===== src/rtl/regfile_arbiter.sv =====
// Sequencing front-end for the register file's single read and write ports:
// round-robin over two readers, write-before-read on index match, r0 short-circuit, handshake timeout.
module regfile_arbiter #(
  parameter int REG_SZ  = 32,
  parameter int TIMEOUT = 64
) (
  input  logic              clk,
  input  logic              rst_n,
  input  logic [1:0]        rd_req,
  input  logic [4:0]        rd_idx0,
  input  logic [4:0]        rd_idx1,
  output logic [1:0]        rd_valid,
  output logic [REG_SZ-1:0] rd_data,
  input  logic              wr_req,
  input  logic [4:0]        wr_idx,
  input  logic [REG_SZ-1:0] wr_data,
  output logic              wr_done,
  output logic              err,
  output logic              rf_re,
  output logic              rf_we,
  output logic [4:0]        rf_r_idx,
  output logic [4:0]        rf_w_idx,
  output logic [REG_SZ-1:0] rf_din,
  input  logic              rf_rack,
  input  logic              rf_wack,
  input  logic [REG_SZ-1:0] rf_dout
);

  localparam int CW = $clog2(TIMEOUT + 1);
  localparam logic [CW-1:0] CNT_LAST = CW'(TIMEOUT - 1);

  typedef enum logic [1:0] {R_IDLE, R_REQ, R_REL} r_state_t;
  typedef enum logic [1:0] {W_IDLE, W_REQ, W_REL} w_state_t;

  r_state_t          r_st, r_nxt;
  w_state_t          w_st, w_nxt;
  logic              rack_m, rack_s, wack_m, wack_s;
  logic [CW-1:0]     r_cnt, r_cnt_nxt, w_cnt, w_cnt_nxt;
  logic              rr, rr_nxt, r_gnt, r_gnt_nxt;
  logic              r_err, w_err;
  logic [1:0]        elig;
  logic              gsel;
  logic [4:0]        g_idx;
  logic [1:0]        rd_valid_nxt;
  logic [REG_SZ-1:0] rd_data_nxt, rf_din_nxt;
  logic              rf_re_nxt, rf_we_nxt, wr_done_nxt;
  logic [4:0]        rf_r_idx_nxt, rf_w_idx_nxt;

  always_ff @(posedge clk or negedge rst_n) begin
    if (!rst_n) begin
      rack_m <= 1'b0;
      rack_s <= 1'b0;
      wack_m <= 1'b0;
      wack_s <= 1'b0;
    end else begin
      rack_m <= rf_rack;
      rack_s <= rack_m;
      wack_m <= rf_wack;
      wack_s <= wack_m;
    end
  end

  // A pending or in-flight write to the same index blocks the read until W_IDLE.
  always_comb begin
    elig = '0;
    if (w_st == W_IDLE) begin
      elig[0] = rd_req[0] && !(wr_req && (wr_idx == rd_idx0));
      elig[1] = rd_req[1] && !(wr_req && (wr_idx == rd_idx1));
    end else begin
      elig[0] = rd_req[0] && (rf_w_idx != rd_idx0);
      elig[1] = rd_req[1] && (rf_w_idx != rd_idx1);
    end
    gsel  = (elig == 2'b11) ? rr : elig[1];
    g_idx = gsel ? rd_idx1 : rd_idx0;
  end

  always_comb begin
    r_nxt        = r_st;
    r_cnt_nxt    = r_cnt;
    rr_nxt       = rr;
    r_gnt_nxt    = r_gnt;
    rf_re_nxt    = rf_re;
    rf_r_idx_nxt = rf_r_idx;
    rd_valid_nxt = '0;
    rd_data_nxt  = rd_data;
    r_err        = 1'b0;
    case (r_st)
      R_IDLE: begin
        if ((elig != 2'b00) && !rack_s) begin
          rr_nxt = ~gsel;
          if (g_idx == '0) begin
            rd_valid_nxt[gsel] = 1'b1;
            rd_data_nxt        = '0;
          end else begin
            r_nxt        = R_REQ;
            r_cnt_nxt    = '0;
            r_gnt_nxt    = gsel;
            rf_re_nxt    = 1'b1;
            rf_r_idx_nxt = g_idx;
          end
        end
      end
      R_REQ: begin
        if (rack_s) begin
          r_nxt               = R_REL;
          r_cnt_nxt           = '0;
          rf_re_nxt           = 1'b0;
          rd_data_nxt         = rf_dout;
          rd_valid_nxt[r_gnt] = 1'b1;
        end else if (r_cnt == CNT_LAST) begin
          r_nxt               = R_IDLE;
          r_cnt_nxt           = '0;
          rf_re_nxt           = 1'b0;
          rd_data_nxt         = '0;
          rd_valid_nxt[r_gnt] = 1'b1;
          r_err               = 1'b1;
        end else begin
          r_cnt_nxt = r_cnt + CW'(1);
        end
      end
      R_REL: begin
        if (!rack_s) begin
          r_nxt     = R_IDLE;
          r_cnt_nxt = '0;
        end else if (r_cnt == CNT_LAST) begin
          r_nxt     = R_IDLE;
          r_cnt_nxt = '0;
          r_err     = 1'b1;
        end else begin
          r_cnt_nxt = r_cnt + CW'(1);
        end
      end
      default: r_nxt = R_IDLE;
    endcase
  end

  always_comb begin
    w_nxt        = w_st;
    w_cnt_nxt    = w_cnt;
    rf_we_nxt    = rf_we;
    rf_w_idx_nxt = rf_w_idx;
    rf_din_nxt   = rf_din;
    wr_done_nxt  = 1'b0;
    w_err        = 1'b0;
    case (w_st)
      W_IDLE: begin
        if (wr_req && !wack_s) begin
          if (wr_idx == '0) begin
            wr_done_nxt = 1'b1;
          end else begin
            w_nxt        = W_REQ;
            w_cnt_nxt    = '0;
            rf_we_nxt    = 1'b1;
            rf_w_idx_nxt = wr_idx;
            rf_din_nxt   = wr_data;
          end
        end
      end
      W_REQ: begin
        if (wack_s) begin
          w_nxt       = W_REL;
          w_cnt_nxt   = '0;
          rf_we_nxt   = 1'b0;
          wr_done_nxt = 1'b1;
        end else if (w_cnt == CNT_LAST) begin
          w_nxt       = W_IDLE;
          w_cnt_nxt   = '0;
          rf_we_nxt   = 1'b0;
          wr_done_nxt = 1'b1;
          w_err       = 1'b1;
        end else begin
          w_cnt_nxt = w_cnt + CW'(1);
        end
      end
      W_REL: begin
        if (!wack_s) begin
          w_nxt     = W_IDLE;
          w_cnt_nxt = '0;
        end else if (w_cnt == CNT_LAST) begin
          w_nxt     = W_IDLE;
          w_cnt_nxt = '0;
          w_err     = 1'b1;
        end else begin
          w_cnt_nxt = w_cnt + CW'(1);
        end
      end
      default: w_nxt = W_IDLE;
    endcase
  end

  always_ff @(posedge clk or negedge rst_n) begin
    if (!rst_n) begin
      r_st     <= R_IDLE;
      w_st     <= W_IDLE;
      r_cnt    <= '0;
      w_cnt    <= '0;
      rr       <= 1'b0;
      r_gnt    <= 1'b0;
      rf_re    <= 1'b0;
      rf_we    <= 1'b0;
      rf_r_idx <= '0;
      rf_w_idx <= '0;
      rf_din   <= '0;
      rd_valid <= '0;
      rd_data  <= '0;
      wr_done  <= 1'b0;
      err      <= 1'b0;
    end else begin
      r_st     <= r_nxt;
      w_st     <= w_nxt;
      r_cnt    <= r_cnt_nxt;
      w_cnt    <= w_cnt_nxt;
      rr       <= rr_nxt;
      r_gnt    <= r_gnt_nxt;
      rf_re    <= rf_re_nxt;
      rf_we    <= rf_we_nxt;
      rf_r_idx <= rf_r_idx_nxt;
      rf_w_idx <= rf_w_idx_nxt;
      rf_din   <= rf_din_nxt;
      rd_valid <= rd_valid_nxt;
      rd_data  <= rd_data_nxt;
      wr_done  <= wr_done_nxt;
      err      <= err | r_err | w_err;
    end
  end

endmodule


===== config.mk =====
export PLATFORM = sky130hd
export DESIGN_NAME = regfile_arbiter
export DESIGN_NICKNAME = d
export VERILOG_FILES = /design/src/rtl/regfile_arbiter.sv
export SDC_FILE = /design/constraint.sdc
export NUM_CORES = 1
export LEC_CHECK = 0
export CAP_MARGIN = 5
export CORE_ASPECT_RATIO = 0.7
export CORE_MARGIN = 2
export CORE_UTILIZATION = 25
export CTS_CLUSTER_DIAMETER = 80
export DETAILED_ROUTE_END_ITERATION = 6
export PLACE_DENSITY = 0.52
export SYNTH_ARGS = -nofsm -noshare
export SYNTH_HDL_FRONTEND = slang
export SYNTH_SLANG_ARGS = --single-unit

===== constraint.sdc =====
create_clock -name clk -period 5 [get_ports clk]
set_input_delay 1 -clock clk [delete_from_list [all_inputs] [get_ports clk]]
set_output_delay 1 -clock clk [all_outputs]
set_load 0.03 [all_outputs]

== Yosys cells after proc, flatten, opt, wreduce, memory -nomap -nowiden ==
Index checks and enable logic that the tools add are counted.
Storage, ports and cells
  register bits: 104
  bits in latches: 0
  memory bits (writable): 0
  ROM bits: 0
  output and inout port bits: 80
  logic and storage cells: 144
  memories kept: 0
Operators by class
  $add $sub $neg: 2
  multipliers: 0
  divide/modulo/power cells: 0
  order comparisons: 4
  eq/ne operators: 18
  shift-type cells: 0
  multiplexer cells: 63
  bitwise logic cells: 5
  reductions and logical operators: 33
Operators by type and width (number)
  $mux W32: 4
  $mux W7: 10
  $pmux W32 S2: 1
  $pmux W7 S3: 2
  $mux W2: 15
  $mux W1: 20
  $add A7 B1 Y7 const B: 2
  $eq A7 B6 Y1 const B: 2
  $pmux W2 S3: 2
  $reduce_and A3 Y1: 4
  $reduce_and A4 Y1: 3
  $eq A5 B5 Y1: 2
  $logic_and A1 B1 Y1: 10
  $logic_not A5 Y1: 2
  $ne A5 B5 Y1: 2
  $pmux W1 S2: 5
  $ne A2 B2 Y1 const B: 4
  $eq A2 B2 Y1 const B: 3
  $ne A3 B3 Y1 const B: 2
  $reduce_and A2 Y1: 3
  $reduce_bool A2 Y1: 3
  $reduce_bool A3 Y1: 2
  $mux W5: 1
  $eq A2 B1 Y1 const B: 2
  9 further kinds: 19

== Depth between registers and ports, before layout ==
  depth after elaboration: 14
  gate-level depth with buffers: 10

== Worst setup path after synthesis ==
OpenSTA, ideal clock, no wires.
  kind: input -> register
  start: in wr_idx[0]
  end: reg r_cnt[4]
  arrival time: 3.066 ns
  required time: 4.879 ns
  slack: 1.813 ns
  stages on the path: 9
  path buffers: 1
  cells stage by stage: xnor2_1 nand4_1 or3_1 a311oi_2 buf_4 mux2_2 o21ai_0 nand2_1 a22o_1
On the way
  longest elaborated chain between the ends: 11
Ends and longest elaborated chain
  start: declaration: line 15  | input logic [4:0] wr_idx,
  $eq A5 B5 Y1, on equally long branches: line 67, 68
  $logic_and A1 B1 Y1, on equally long branches: line 67, 68
  $logic_not A1 Y1, on equally long branches: line 67, 68
  $logic_and A1 B1 Y1, on equally long branches: line 67, 68
  $mux W2 *: line 66  | if (w_st == W_IDLE) begin
  $eq A2 B2 Y1: line 73  | gsel = (elig == 2'b11) ? rr : elig[1];
  $mux W1: line 73
  $mux W5: line 74  | g_idx = gsel ? rd_idx1 : rd_idx0;
  $logic_not A5 Y1: line 91  | if (g_idx == '0) begin
  $ne A2 B2 Y1 (no source line)
  $reduce_and A3 Y1 (no source line) *
  end signal: assignment: line 211  | r_cnt <= r_cnt_nxt;
  end: declaration: line 38  | logic [CW-1:0] r_cnt, r_cnt_nxt, w_cnt, w_cnt_nxt;
Every way passes the cells marked *; elsewhere a longest branch is shown, timed or not.
A chain may end at the register's enable or synchronous reset.

== Worst setup path after layout ==
  start: in wr_idx[4]
  end: reg rd_data[11]
On the way
  longest elaborated chain between the ends: 11
Ends and longest elaborated chain
  $eq A5 B5 Y1, on equally long branches: line 67, 68
  $logic_and A1 B1 Y1, on equally long branches: line 67, 68
  $logic_not A1 Y1, on equally long branches: line 67, 68
  $logic_and A1 B1 Y1, on equally long branches: line 67, 68
  $mux W2 *: line 66
  $eq A2 B2 Y1: line 73
  $mux W1: line 73
  $mux W5: line 74
  $logic_not A5 Y1: line 91
  $ne A2 B2 Y1 (no source line)
  $reduce_and A4 Y1 (no source line) *
  end signal: assignment: line 221  | rd_data <= rd_data_nxt;
  end: declaration: line 13  | output logic [REG_SZ-1:0] rd_data,
Marked as above.

==> summary.txt <==
Outcome
  • Outcome: finished, final reports clean

Yosys
  • Synth async-reset ratio: 100%
  • Syn Inst Count: 414
  • Mean Syn Cell Area: 11.8 µm²
  • Ys flop type: dfrtp_1
  • Largest area contributor in the netlist: dfrtp_1
  • Synth Register Bits: 104
  • Netlist cell types: 43
  • Post-synth EDFFs: 0
  • Top cells by area, synth: dfrtp_1, mux2_2, mux2_1, and3_1, xnor2_1
  • Share of the synthesized area in the top cell type: 53.1%
  • Yosys warns: 0
  • Seq/Total Area, Yosys: 53.1%
  • Mapped Nets: 510
  • Mapped Area: ~4900 µm²

Detailed routing
  • Remaining DRCs: 0
  • Final antenna-violating net count: 0
  • 1st-pass router iterations: 4
  • Average wire per standard cell: 15.2 µm
  • Detailed Route Iter0 Violations: 197
  • WL final: between 10000 and 15000 µm
  • Via count: between 3000 and 4000
  • DR vias/cell: ~4.4

Cells and area
  • Final non-filler cell area: a little over 7000 µm²
  • Fin nets: 670
  • Share of post-route cells with drive strength above 1: 11.9%
  • Antenna Cells: 0
  • Area growth syn-to-layout: 44.9%
  • Fillers: 1860
  • Final std cells w/o fill: 843
  • Util after Layout: 37.2%

Timing
  • # setup viols final: 0
  • Fin Setup TNS: 0 ns
  • Final period util: 76.2%
  • Post-route worst setup slack: around 1.2 ns
  • Final Hold Viols: 0
  • Fmax achieved: ~260 MHz
  • Worst Tran Pin Value: 1.16 ns
  • Relative slew margins: between 20 and 25%
  • Final slew viol count: 0
  • Unrepaired setup endpoints after global routing: false
  • Final clock skew: between 0.008 and 0.009 ns
  • Minimum clock period: 3.81 ns

Placed design
  • Port Buffers: 165
  • Pre-CTS WS: 0.787 ns
  • Placement Cell Area: 6800 µm²
  • GP Congestion: 0.842
  • DP HPWL: approximately 9600 µm
  • Placed insts: 827

Power and ir drop
  • Power density cells: 556 nW/µm²
  • Pleak: roughly 0.0031 µW
  • Peak supply drop: 229 µV

Global route
  • First-pass GRT wire length: roughly 21000 µm
  • Largest net degree at the start of global routing: 77
  • Antenna violations before repair: 0
  • Vias in the first global route: 4014
  • Total global-route track usage: 12.7%
  • Grt total ovfl: 0

Worst setup path
  • Worst EP arrival: roughly 4.1 ns
  • Crit Path Class: input pin to flip-flop
  • Cell family with most CP delay: simple AND/OR/NAND/NOR gates
  • Endpoint class of the critical path: flip-flop
  • Critical path buffers and inverters: 1
  • Slowest CP cell: nand2_2
  • Crit path cell chain: clkdlybuf4s50_1, xnor2_1, nand4_1, or3_1, a311oi_2, mux2i_1, o21ai_1, nand2_2, mux2_2
  • Critical Path Source Type: input pin
  • Highest cell delay on the worst timing path: 0.60 ns
  • Critical Path RT: 5.24 ns
  • Worst Path Max Fanout: 32

Floorplanning
  • Die area: 20700 µm²
  • Die Y-Extent: 121 µm
  • Initial core utilization: roughly a quarter
  • Horiz. Die Dim: approximately 170 µm
  • Ports: 166
  • Row cnt: 42
  • Core footprint: between 15000 and 20000 µm²

Clock network
  • Post-CTS sizing: 0
  • Total CTS buffers: 9
  • CTS tree: built
  • Clock Tree Buf Depth: 2
  • Hold Buf Count CTS: 0
  • Root Driver: clkbuf_16
  • CTS Sinks: 104
  • H-tree depth: 3
  • Clock transition at path regs: 0.07 ns
  • Post-CTS setup buffers: 0
  • Worst-Skew Late Latency: 0.36 ns

Hold path
  • HP Class: flip-flop to flip-flop

Job
  • Max-cap viol count: 0
==> cell usage after synthesis, types with 5 or more instances <==
master / n
ha_1: 10
nand3_1: 8
mux2i_1: 8
mux2_1: 31
o31ai_1: 8
clkbuf_1: 13
xnor2_1: 16
o21ai_0: 27
a21oi_1: 6
inv_1: 9
nor2_1: 14
nand2_1: 23
mux2_2: 41
and3_1: 36
dfrtp_1: 104
nor3_1: 8
nand2b_1: 5
==> path summary, 6_finish.rpt <==
kind	depth (start not counted)	startpoint	slack, ns	end
hold reg to reg	0	rack_m	0.36	rack_s
setup reg to reg	9	w_st[1]	1.67	rd_data[11]
setup / recovery	9	wr_idx[4]	1.19	rd_data[11]
min in group asynchronous	1	rst_n	0.81	rd_data[4]
hold / removal	0	rack_m	0.36	rack_s
max in group asynchronous	2	rst_n	3.24	rack_s
==> where the power goes <==
group	total, µW	internal (µW)	leakage [µW]	switching [µW]
logic	1920	856	0.00166	1060
registers	1320	1130	0.00133	190
clock network	706	355	0.000144	351
total	3940	2340	0.00314	1610
==> final cells by class <==
class,count,area [µm²],share of cell area [%]
clock buffer,9,225,3.17
sequential,104,2600,36.7
tap,264,330,4.65
clock inverter,7,70.1,0.987
timing repair buffer,168,1670,23.6
multi-input combinational,282,2160,30.5
inverter,9,33.8,0.476
==> flip-flops by register name (all words and copies together) (netlist names) <==
name,flops
rd_data,32
rf_din,32
r_cnt,7
w_cnt,7
rf_r_idx,5
rf_w_idx,5
r_st,2
rd_valid,2
w_st,2
err,1
r_gnt,1
rack_m,1
rack_s,1
rf_re,1
rf_we,1
rr,1
wack_m,1
wack_s,1
wr_done,1
==> cells in the final DEF, fill, tap and decap left out, types with 3 or more instances in the layout <==
cell,instances
dfrtp_1,104
o21ai_0,27
a21oi_1,6
mux2_1,31
mux2i_1,8
nand2_1,23
mux2_2,41
inv_1,9
inv_8,4
nor3_1,8
and3_1,36
a22o_1,3
nor2_1,14
nand4_1,4
or2_2,4
xnor2_1,16
clkbuf_16,9
o31ai_1,8
buf_4,4
nand3_1,8
ha_1,10
or3_1,3
nand2b_1,5
clkdlybuf4s50_1,164
xor2_1,4
==> stage by stage <==
step / hold WS (ns) / power (µW)
after floorplan: 0.331 / 2480
after global placement: 0.334 / 3250
after detailed placement: 0.337 / 3280
final: 0.356 / 3940
after CTS: 0.357 / 4010
after global routing: 0.358 / 4200
==> logic make-up after synthesis <==
group,count (synthesis),synth area share [%]
fa+ha+maj,10,2.55
simple gates,113,12.2
compound gates,59,7.64
flops,104,53.1
buf+inv,28,2.68
xor+xnor,20,3.58
mux,80,18.2
==> layer usage <==
metal / share of wire (%) / global-route usage [%]
met5: 0 / 0
met4: 1.4 / 3.34
met3: 4.3 / 3.56
met2: 48 / 20.8
met1: 47 / 16.6
Note: power is estimated with default switching activity, not from simulation.
